===== src/rtl/int_controller.sv =====
// int_controller: four-source prioritised interrupt controller.
// Sources: 0 = exception (non-maskable), 1 = syscall, 2 = I/O port,
// 3 = internal periodic timer. One request is in flight at a time; events
// arriving while a request or handler is active accumulate in pending.
module int_controller #(
   parameter int                ADDR_W       = 10,
   parameter logic [ADDR_W-1:0] VEC_BASE     = 10'h3F0,
   parameter logic [15:0]       TIMER_PERIOD = 16'd1000
) (
   input  logic              clk,
   input  logic              reset,
   input  logic              i_except,
   input  logic              i_syscall,
   input  logic              i_port,
   input  logic              timer_en,
   input  logic              mask_we,
   input  logic [3:0]        mask_in,
   input  logic              s_ack,
   input  logic              s_finished,
   output logic              s_interruption,
   output logic [ADDR_W-1:0] dir_from_exception,
   output logic [1:0]        cause,
   output logic              in_service,
   output logic [3:0]        pending
);

   typedef enum logic [1:0] {
      IDLE    = 2'd0,
      REQUEST = 2'd1,
      SERVICE = 2'd2
   } state_t;

   state_t      state_r;
   state_t      state_s;
   logic [3:0]  mask_r;
   logic [15:0] count_r;
   logic        tick_s;
   logic [3:0]  set_s;
   logic [3:0]  clr_s;
   logic [3:0]  eligible_s;
   logic [3:0]  pending_s;
   logic [1:0]  cause_s;

   // Lowest set index wins: source 0 has the highest priority.
   function automatic logic [1:0] lowest_index(input logic [3:0] req);
      logic [1:0] idx;
      idx = 2'd0;
      for (int n = 3; n >= 0; n--) begin
         if (req[n]) begin
            idx = 2'(n);
         end else begin
            idx = idx;
         end
      end
      return idx;
   endfunction

   // Vector table entries are four words apart; the sum wraps at 2^ADDR_W.
   function automatic logic [ADDR_W-1:0] vector_addr(input logic [1:0] c);
      return VEC_BASE + ADDR_W'({c, 2'b00});
   endfunction

   assign tick_s = timer_en && (count_r == (TIMER_PERIOD - 16'd1));

   // Timer counter: counts while enabled, wraps on the tick, held at zero when disabled.
   always_ff @(posedge clk or posedge reset) begin
      if (reset) begin
         count_r <= 16'd0;
      end else if (!timer_en) begin
         count_r <= 16'd0;
      end else if (tick_s) begin
         count_r <= 16'd0;
      end else begin
         count_r <= count_r + 16'd1;
      end
   end

   // Source sampling and eligibility; mask bit 0 is forced on so the exception cannot be masked.
   always_comb begin
      set_s      = {tick_s, i_port, i_syscall, i_except};
      eligible_s = pending & (mask_r | 4'b0001);
   end

   // Next-state logic: grant selection, acknowledge-time clear, return from handler.
   always_comb begin
      state_s = state_r;
      cause_s = cause;
      clr_s   = 4'b0000;
      case (state_r)
         IDLE: begin
            if (|eligible_s) begin
               state_s = REQUEST;
               cause_s = lowest_index(eligible_s);
            end else begin
               state_s = IDLE;
            end
         end
         REQUEST: begin
            if (s_ack) begin
               state_s = SERVICE;
               clr_s   = 4'b0001 << cause;
            end else begin
               state_s = REQUEST;
            end
         end
         SERVICE: begin
            if (s_finished) begin
               state_s = IDLE;
            end else begin
               state_s = SERVICE;
            end
         end
         default: begin
            state_s = IDLE;
         end
      endcase
      // A new event on the same edge as its clear keeps the flag set.
      pending_s = (pending & ~clr_s) | set_s;
   end

   // State, pending flags, mask and registered outputs.
   always_ff @(posedge clk or posedge reset) begin
      if (reset) begin
         state_r            <= IDLE;
         pending            <= 4'b0000;
         mask_r             <= 4'b0000;
         cause              <= 2'd0;
         s_interruption     <= 1'b0;
         in_service         <= 1'b0;
         dir_from_exception <= VEC_BASE;
      end else begin
         state_r            <= state_s;
         pending            <= pending_s;
         mask_r             <= mask_we ? mask_in : mask_r;
         cause              <= cause_s;
         s_interruption     <= (state_s == REQUEST);
         in_service         <= (state_s == SERVICE);
         dir_from_exception <= vector_addr(cause_s);
      end
   end

endmodule


===== config.mk =====
export PLATFORM = sky130hd
export DESIGN_NAME = int_controller
export DESIGN_NICKNAME = d
export VERILOG_FILES = /design/src/rtl/int_controller.sv
export SDC_FILE = /design/constraint.sdc
export NUM_CORES = 1
export LEC_CHECK = 0
export CAP_MARGIN = 15
export CORE_UTILIZATION = 54
export DETAILED_ROUTE_END_ITERATION = 8
export GPL_TIMING_DRIVEN = 0
export PLACE_DENSITY = 0.8
export SYNTH_ARGS = -nofsm -noshare
export SYNTH_HDL_FRONTEND = slang
export SYNTH_SLANG_ARGS = --single-unit

===== constraint.sdc =====
create_clock -name clk -period 2.15 [get_ports clk]
set_input_delay 0.5375 -clock clk [delete_from_list [all_inputs] [get_ports clk]]
set_output_delay 0.5375 -clock clk [all_outputs]
set_load 0.05 [all_outputs]

# Word-level counts from Yosys, hierarchy flattened
# Index checks and enable logic that the tools add are counted.
[word_totals]
reg_bits = 36
in_bits = 13
out_inout_bits = 18
[op_classes]
n_addsub = 2
eq_ne = 5
shifts = 1
mux = 14
n_bitwise = 4
reduce_logical = 3
[op_table]
columns = ["operator", "n"]
rows = [
  ["16-bit 2-to-1 mux", 2],
  ["16-bit by 1-bit adder with 16-bit output, second input constant", 1],
  ["16-bit by 10-bit == test with 1-bit output, second input constant", 1],
  ["2-bit 2-to-1 mux", 8],
  ["4-bit AND", 2],
  ["4-bit 2-to-1 mux", 2],
  ["5-bit by 5-bit adder with 6-bit output, first input constant", 1],
  ["2-bit one-hot mux with 3 select lines", 1],
  ["2-bit by 1-bit == test with 1-bit output, second input constant", 2],
  ["2-bit == test, second input constant", 2],
  ["4-bit inverter", 1],
  ["4-bit bitwise OR", 1],
  ["4-bit OR reduction", 1],
  ["1-bit by 2-bit << shifter with 4-bit output, first input constant", 1],
  ["2-bit zero test", 1],
  ["1-bit logical AND", 1],
  ["1-bit 2-to-1 mux", 1],
]

# Logic depth before layout (Yosys ltp)
# Gate-level depths: netlist (run 1).
[logic_depth]
ltp_word = 8
depth_mapped = 7
mapped_depth_nobuf = 5

# Least setup slack after synthesis (run 1)
# OpenSTA, ideal clock, no wires.
[synth_timing]
path_type = "register to register"
start = "register pending[3]"
end = "register cause[0]"
setup_time_ns = 0.125
arrival_time_ns = 1.374
required_time_ns = 2.025
path_slack_ns = 0.652
path_stages_with_launch = 5
n_path_buf = 0
synth_period_minus_slack_ns = 1.498
path_cell_list = "dfrtp_1 nand2_1 a211oi_1 nor2_1 mux2_2"
[synth_between]
elab_chain_len = 7
elab_cells_between_ends = 8
[synth_lines]
columns = ["item", "line", "rtl"]
rows = [
  ["start: declaration", "24", "output logic [3:0] pending"],
  ["start signal: assignment", "133", "pending <= pending_s;"],
  ["4-bit AND *", "81", "eligible_s = pending & (mask_r | 4'b0001);"],
  ["2-bit 2-to-1 mux (4 in a row)", "49", "if (req[n]) begin"],
  ["2-bit 2-to-1 mux *", "91", "if (|eligible_s) begin"],
  ["2-bit 2-to-1 mux *", "89", "case (state_r)"],
  ["end signal: assignment", "135", "cause <= cause_s;"],
  ["end: declaration", "22", "output logic [1:0] cause,"],
]
# Every way passes the cells marked *; elsewhere a longest branch is shown, timed or not.
# A chain may end at the register's enable or synchronous reset.

# Worst setup path in the final report (run 1)
[layout_timing]
start = "register pending[1]"
end = "output pending[1]"
# No word-level cell between the ends.

==> results of run 1 <==
## report_power, final
group	leakage (nW)	switching [mW]	internal, mW
sequential	0.373	0.0691	0.616
clock	0.0265	0.173	0.130
combinational	0.460	0.360	0.194
## placed cells by master (no fill, tap or decap), drive strengths merged
cell           count
dfrtp             29
and4               3
ha                 1
nor4b              2
nor2b              1
nand3b             1
a21oi              1
dlygate4sd2        3
xnor2              1
inv                3
dlymetal6s2s       1
and3               4
buf               15
and2               3
xor2              13
nand3              4
o31ai              4
and4bb             1
a32oi              1
a211oi             1
nand4              8
clkbuf             9
mux2               4
conb               8
clkdlybuf4s50     17
o21ai              2
nand2b             4
nor2              18
nand2              9
nor3               1
## state kept, by name (all words and copies together), names as in the netlist
| register | flops |
|---|---|
| cause | 2 |
| pending | 4 |
| count_r | 16 |
| mask_r | 3 |
| in_service | 1 |
| s_interruption | 1 |
| state_r | 2 |
## cell type report
| cell class | instances | area (um^2) |
|---|---|---|
| sequential | 29 | 726 |
| fill | 208 | 718 |
| multi-input combinational | 95 | 631 |
| timing repair buffer | 22 | 236 |
| buffer | 15 | 114 |
| clock buffer | 8 | 48.8 |
| tap | 30 | 37.5 |
| inverter | 3 | 11.3 |
## logic make-up (layout without fill, tap and decap cells)
group           count (synthesis)  in the layout
compound gates                  9              9
xor+xnor                       14             14
fa+ha+maj                       1              1
buf+inv                        18             48
flops                          29             29
mux                             4              4
other cells                     2              8
simple gates                   59             59
## routing by layer
layer / vias to the layer above / global-route usage [%] / routed length (um)
li1: 514 / - / -
met4: 0 / 10.3 / 48
met1: 503 / 29.4 / 1190
met5: - / 0 / 0
met2: 30 / 35.0 / 1280
met3: 8 / 5.08 / 114
## metrics by stage
step	total power, mW	setup slack (ps)
finish	1.54	73.9
global route	1.63	28.3
CTS	1.55	1.64
detailed placement	1.26	171
global placement	1.25	184
floorplan	1.08	652
## final timing paths
kind	from	to	slack (ps)	cells past startpoint
max	pending[1]	pending[1]	70	1
min	reset	state_r[1]	450	2
max reg2reg	count_r[0]	count_r[8]	500	7
min reg2reg	count_r[0]	count_r[0]	490	1
max in group asynchronous	reset	cause[1]	1310	3
min in group clk	count_r[0]	count_r[0]	490	1
## timing repair
| item | 4_1_cts | 5_1_grt |
|---|---|---|
| gates resized for setup | 3 | 1 |
| setup buffers | 0 | 0 |
| endpoints found under the setup margin | 3 | 1 |
| hold endpoints to repair | 0 | 0 |
==> reports/metrics.csv, run 1 <==
metric,value,unit
chip height,54.0,um
top-count cell post-synth,dfrtp_1,
CP Cell Sequence,clkdlybuf4s50_1,
Tcrit/Tclk final,96.6,%
predominant post-synthesis flop cell,dfrtp_1,
IO Port Bufs,21,
total gr overflow,0,
post-synthesis sequential element count,29,
Peak supply drop,913,uV
share of the synthesized area in the top cell type,49.7,%
xor/xnor share of the synthesized area,8.40,%
CTS tree,yes,
Final Hold Violating Endpoints,0,
worst clock skew,7.02,ps
Worst-Skew Late Latency,320,ps
CTS Sinks,29,
layout cells sized above 1,22.1,%
Core Region,0.00252,mm^2
Worst path top cell family by delay,buffers and inverters,
maximum clock path buffer count,2,
CTS buffer count,5,
Peak Freq,0.482,GHz
DRT Pass-1 Iters,4,
initial core utilization,57.8,%
final core occ,71.5,%
Cells after DPL,193,
syn avg cell area,10.7,um^2
Period minus WS final,2080,ps
H-tree Lvls,2,
Mapped Cells,136,
"Worst Path Class, Setup",reg -> out,
Critical Path End Type,primary output,
"Max FO, Critical Path",4,
count of cell types in the netlist,32,
I/O pins,31,
worst hold path class,in -> async,
DRC viols,0,
Post-synth top cells,"dfrtp_1, xor2_1, buf_4, nor2_1, nor2_2",
global placer's final weighted congestion,0.810,
Total Die Area,0.00291,mm^2
Synth Area in Simple Gates,24.6,%
largest net degree at the start of global routing,30,
Avg Vias per Cell,5.22,
post-route insts no fill,202,
Synth Area in Compound Gates,4.20,%
RSZ-0062 raised after global routing,false,
layout overhead on the synthesized area,23.7,%
crit start category,flop,
GR Util All Layers,22.4,%
Synth area leaders,"dfrtp_1, xor2_1, buf_4, nor2_2, mux2_2",
number of nets with antenna violations after routing,0,
Routed WL,2630,um
Root Buffer,clkbuf_4,
first-pass GRT wire length,4490,um
clock-pin slew on the worst setup and hold paths,80,ps
HPWL after DPL,1930,um
Max Transition Viols Final,0,
mapped cell area,0.00146,mm^2
fin nets,185,
Max transition margin,66.4,%
Worst EP arrival,1540,ps
hold-fix buffers at CTS,0,
slowest CP cell,clkdlybuf4s50_1,
largest family of logic cells by synthesized area,simple AND/OR/NAND/NOR gates,
"Largest stage delay, worst path",820,ps
Rows,18,
via count,1055,
initial antenna violation count,0,
DR iter-0 viols,11,
vias in the first global route,1012,
Post-Place Cell Area,0.00173,mm^2
adder-cell share of the synthesized area,0.858,%
Die Wd,54.0,um
Post-synth ARST share,100,%
CP bufs+invs,1,
max-cap violations,0,
outcome,finished clean,
antenna cells,0,
YS warnings,0,
Post-Layout Inst Area,0.00180,mm^2
Power Density,854,mW/mm^2
Sum Neg Setup Slack,0,ps
CP required,1610,ps
Post-synth EDFFs,0,
measured slew at the worst slew-check pin,503,ps
setup violators final,0,
mux contribution to synthesized area,3.09,%
post-DR wirelength/cell,13.0,um
Min Hold Slack,446,ps
"Seq/Total Area, Yosys",49.7,%
leading area contributor after synthesis,dfrtp_1,
Leak,0.859,nW
Power figures use the tool's default switching activity.
==> inputs of run 2 (changes only) <==
- CELL_PAD_IN_SITES_DETAIL_PLACEMENT: unset -> 1
- CELL_PAD_IN_SITES_GLOBAL_PLACEMENT: unset -> 1
- CORE_UTILIZATION: 54 -> 42
- SKIP_CTS_REPAIR_TIMING: unset -> 1
==> reports/metrics.csv, run 2 (synthesized netlist as in run 1, its figures left out) <==
metric,value,unit
clock-pin slew on the worst setup and hold paths,90,ps
GR Util All Layers,20.8,%
max reg flops,16,
worst clock skew,3.18,ps
Routed WL,3150,um
initial antenna violation count,0,
layout cells sized above 1,22.8,%
CP required,1610,ps
largest net degree at the start of global routing,30,
Root Buffer,clkbuf_4,
largest registers,"count_r (16), pending (4), mask_r (3)",
outcome,finished clean,
worst hold path class,in -> async,
Post-Layout Inst Area,0.00184,mm^2
number of nets with antenna violations after routing,0,
Min Hold Slack,430,ps
IO Port Bufs,21,
CTS Sinks,29,
Worst-Skew Late Latency,340,ps
Max Transition Viols Final,0,
"Largest stage delay, worst path",830,ps
Worst path top cell family by delay,buffers and inverters,
RSZ-0062 raised after global routing,false,
Critical Path End Type,primary output,
H-tree Lvls,2,
vias in the first global route,1171,
layout overhead on the synthesized area,26.4,%
via count,1081,
Worst EP arrival,1590,ps
Max transition margin,66.4,%
CP Cell Sequence,clkdlybuf4s50_1,
"commonest non-fill, non-tap cell in the layout",dfrtp_1,
DRC viols,0,
max-cap violations,0,
Rows,21,
"Worst Path Class, Setup",reg -> out,
CP bufs+invs,1,
CTS buffer count,5,
storage element area,726,um^2
Peak supply drop,619,uV
Tcrit/Tclk final,99.0,%
setup violators final,0,
Peak Freq,0.470,GHz
antenna cells,0,
area occupied by multi-input gates,631,um^2
Post-Place Cell Area,0.00175,mm^2
HPWL after DPL,2310,um
slowest CP cell,clkdlybuf4s50_1,
global placer's final weighted congestion,0.757,
Leak,0.917,nW
fill count,400,
maximum clock path buffer count,2,
measured slew at the worst slew-check pin,504,ps
chip height,60.9,um
DRT Pass-1 Iters,4,
fin nets,185,
I/O pins,31,
DR iter-0 viols,38,
total gr overflow,0,
first-pass GRT wire length,5350,um
Power Density,874,mW/mm^2
CTS tree,yes,
crit start category,flop,
initial core utilization,43.7,%
"Max FO, Critical Path",4,
Avg Vias per Cell,4.98,
Die Wd,60.9,um
"commonest cells after routing, fill and taps aside","dfrtp_1, clkdlybuf4s50_1, xor2_1",
Period minus WS final,2130,ps
Final Hold Violating Endpoints,0,
Core Region,0.00334,mm^2
Total Die Area,0.00371,mm^2
Biggest register,count_r,
post-DR wirelength/cell,14.5,um
==> run 2: per-layer routing <==
layer  global-route usage [%]  vias up  share of wire, %
li1                         -      514                 -
met1                     21.5      537                40
met2                     38.5       22                54
met3                     4.05        8               3.3
met4                     12.7        0               3.0
met5                        0        -                 0
==> run 2: cell type report <==
type	instances	share of cell area (%)
Buffer	15	6.17
Clock buffer	7	2.99
Inverter	3	0.611
Multi-Input combinational cell	95	34.2
Sequential cell	29	39.3
Tap cell	46	3.12
Timing Repair Buffer	22	13.6
==> run 2: metrics by stage <==
stage | TNS [ps] | setup WS [ps] | std cells | util [%] | power, mW
2_1_floorplan | 0 | 652 | 142 | - | 1.08
3_3_place_gp | 0 | 160 | 209 | 52.4 | 1.25
3_5_place_dp | 0 | 124 | 209 | 52.4 | 1.27
4_1_cts | -375 | -152 | 216 | 54.1 | 1.62
5_1_grt | 0 | 0.596 | 217 | 55.3 | 1.68
6_report | 0 | 22.3 | 217 | 55.3 | 1.61
==> run 2: where the power goes <==
part / internal [mW] / switching, mW
Combinational: 0.206 / 0.366
Sequential: 0.616 / 0.0758
Clock: 0.154 / 0.194
Total: 0.976 / 0.636
==> run 2: worst paths after layout <==
check                               to  cells past startpoint  startpoint  slack, ps
setup / recovery            pending[0]                      1  pending[0]         20
hold / removal             count_r[10]                      2       reset        430
setup reg to reg           count_r[13]                      7  count_r[0]        520
hold reg to reg             count_r[0]                      1  count_r[0]        480
max in group asynchronous    mask_r[2]                      3       reset       1310
min in group clk            count_r[0]                      1  count_r[0]        480
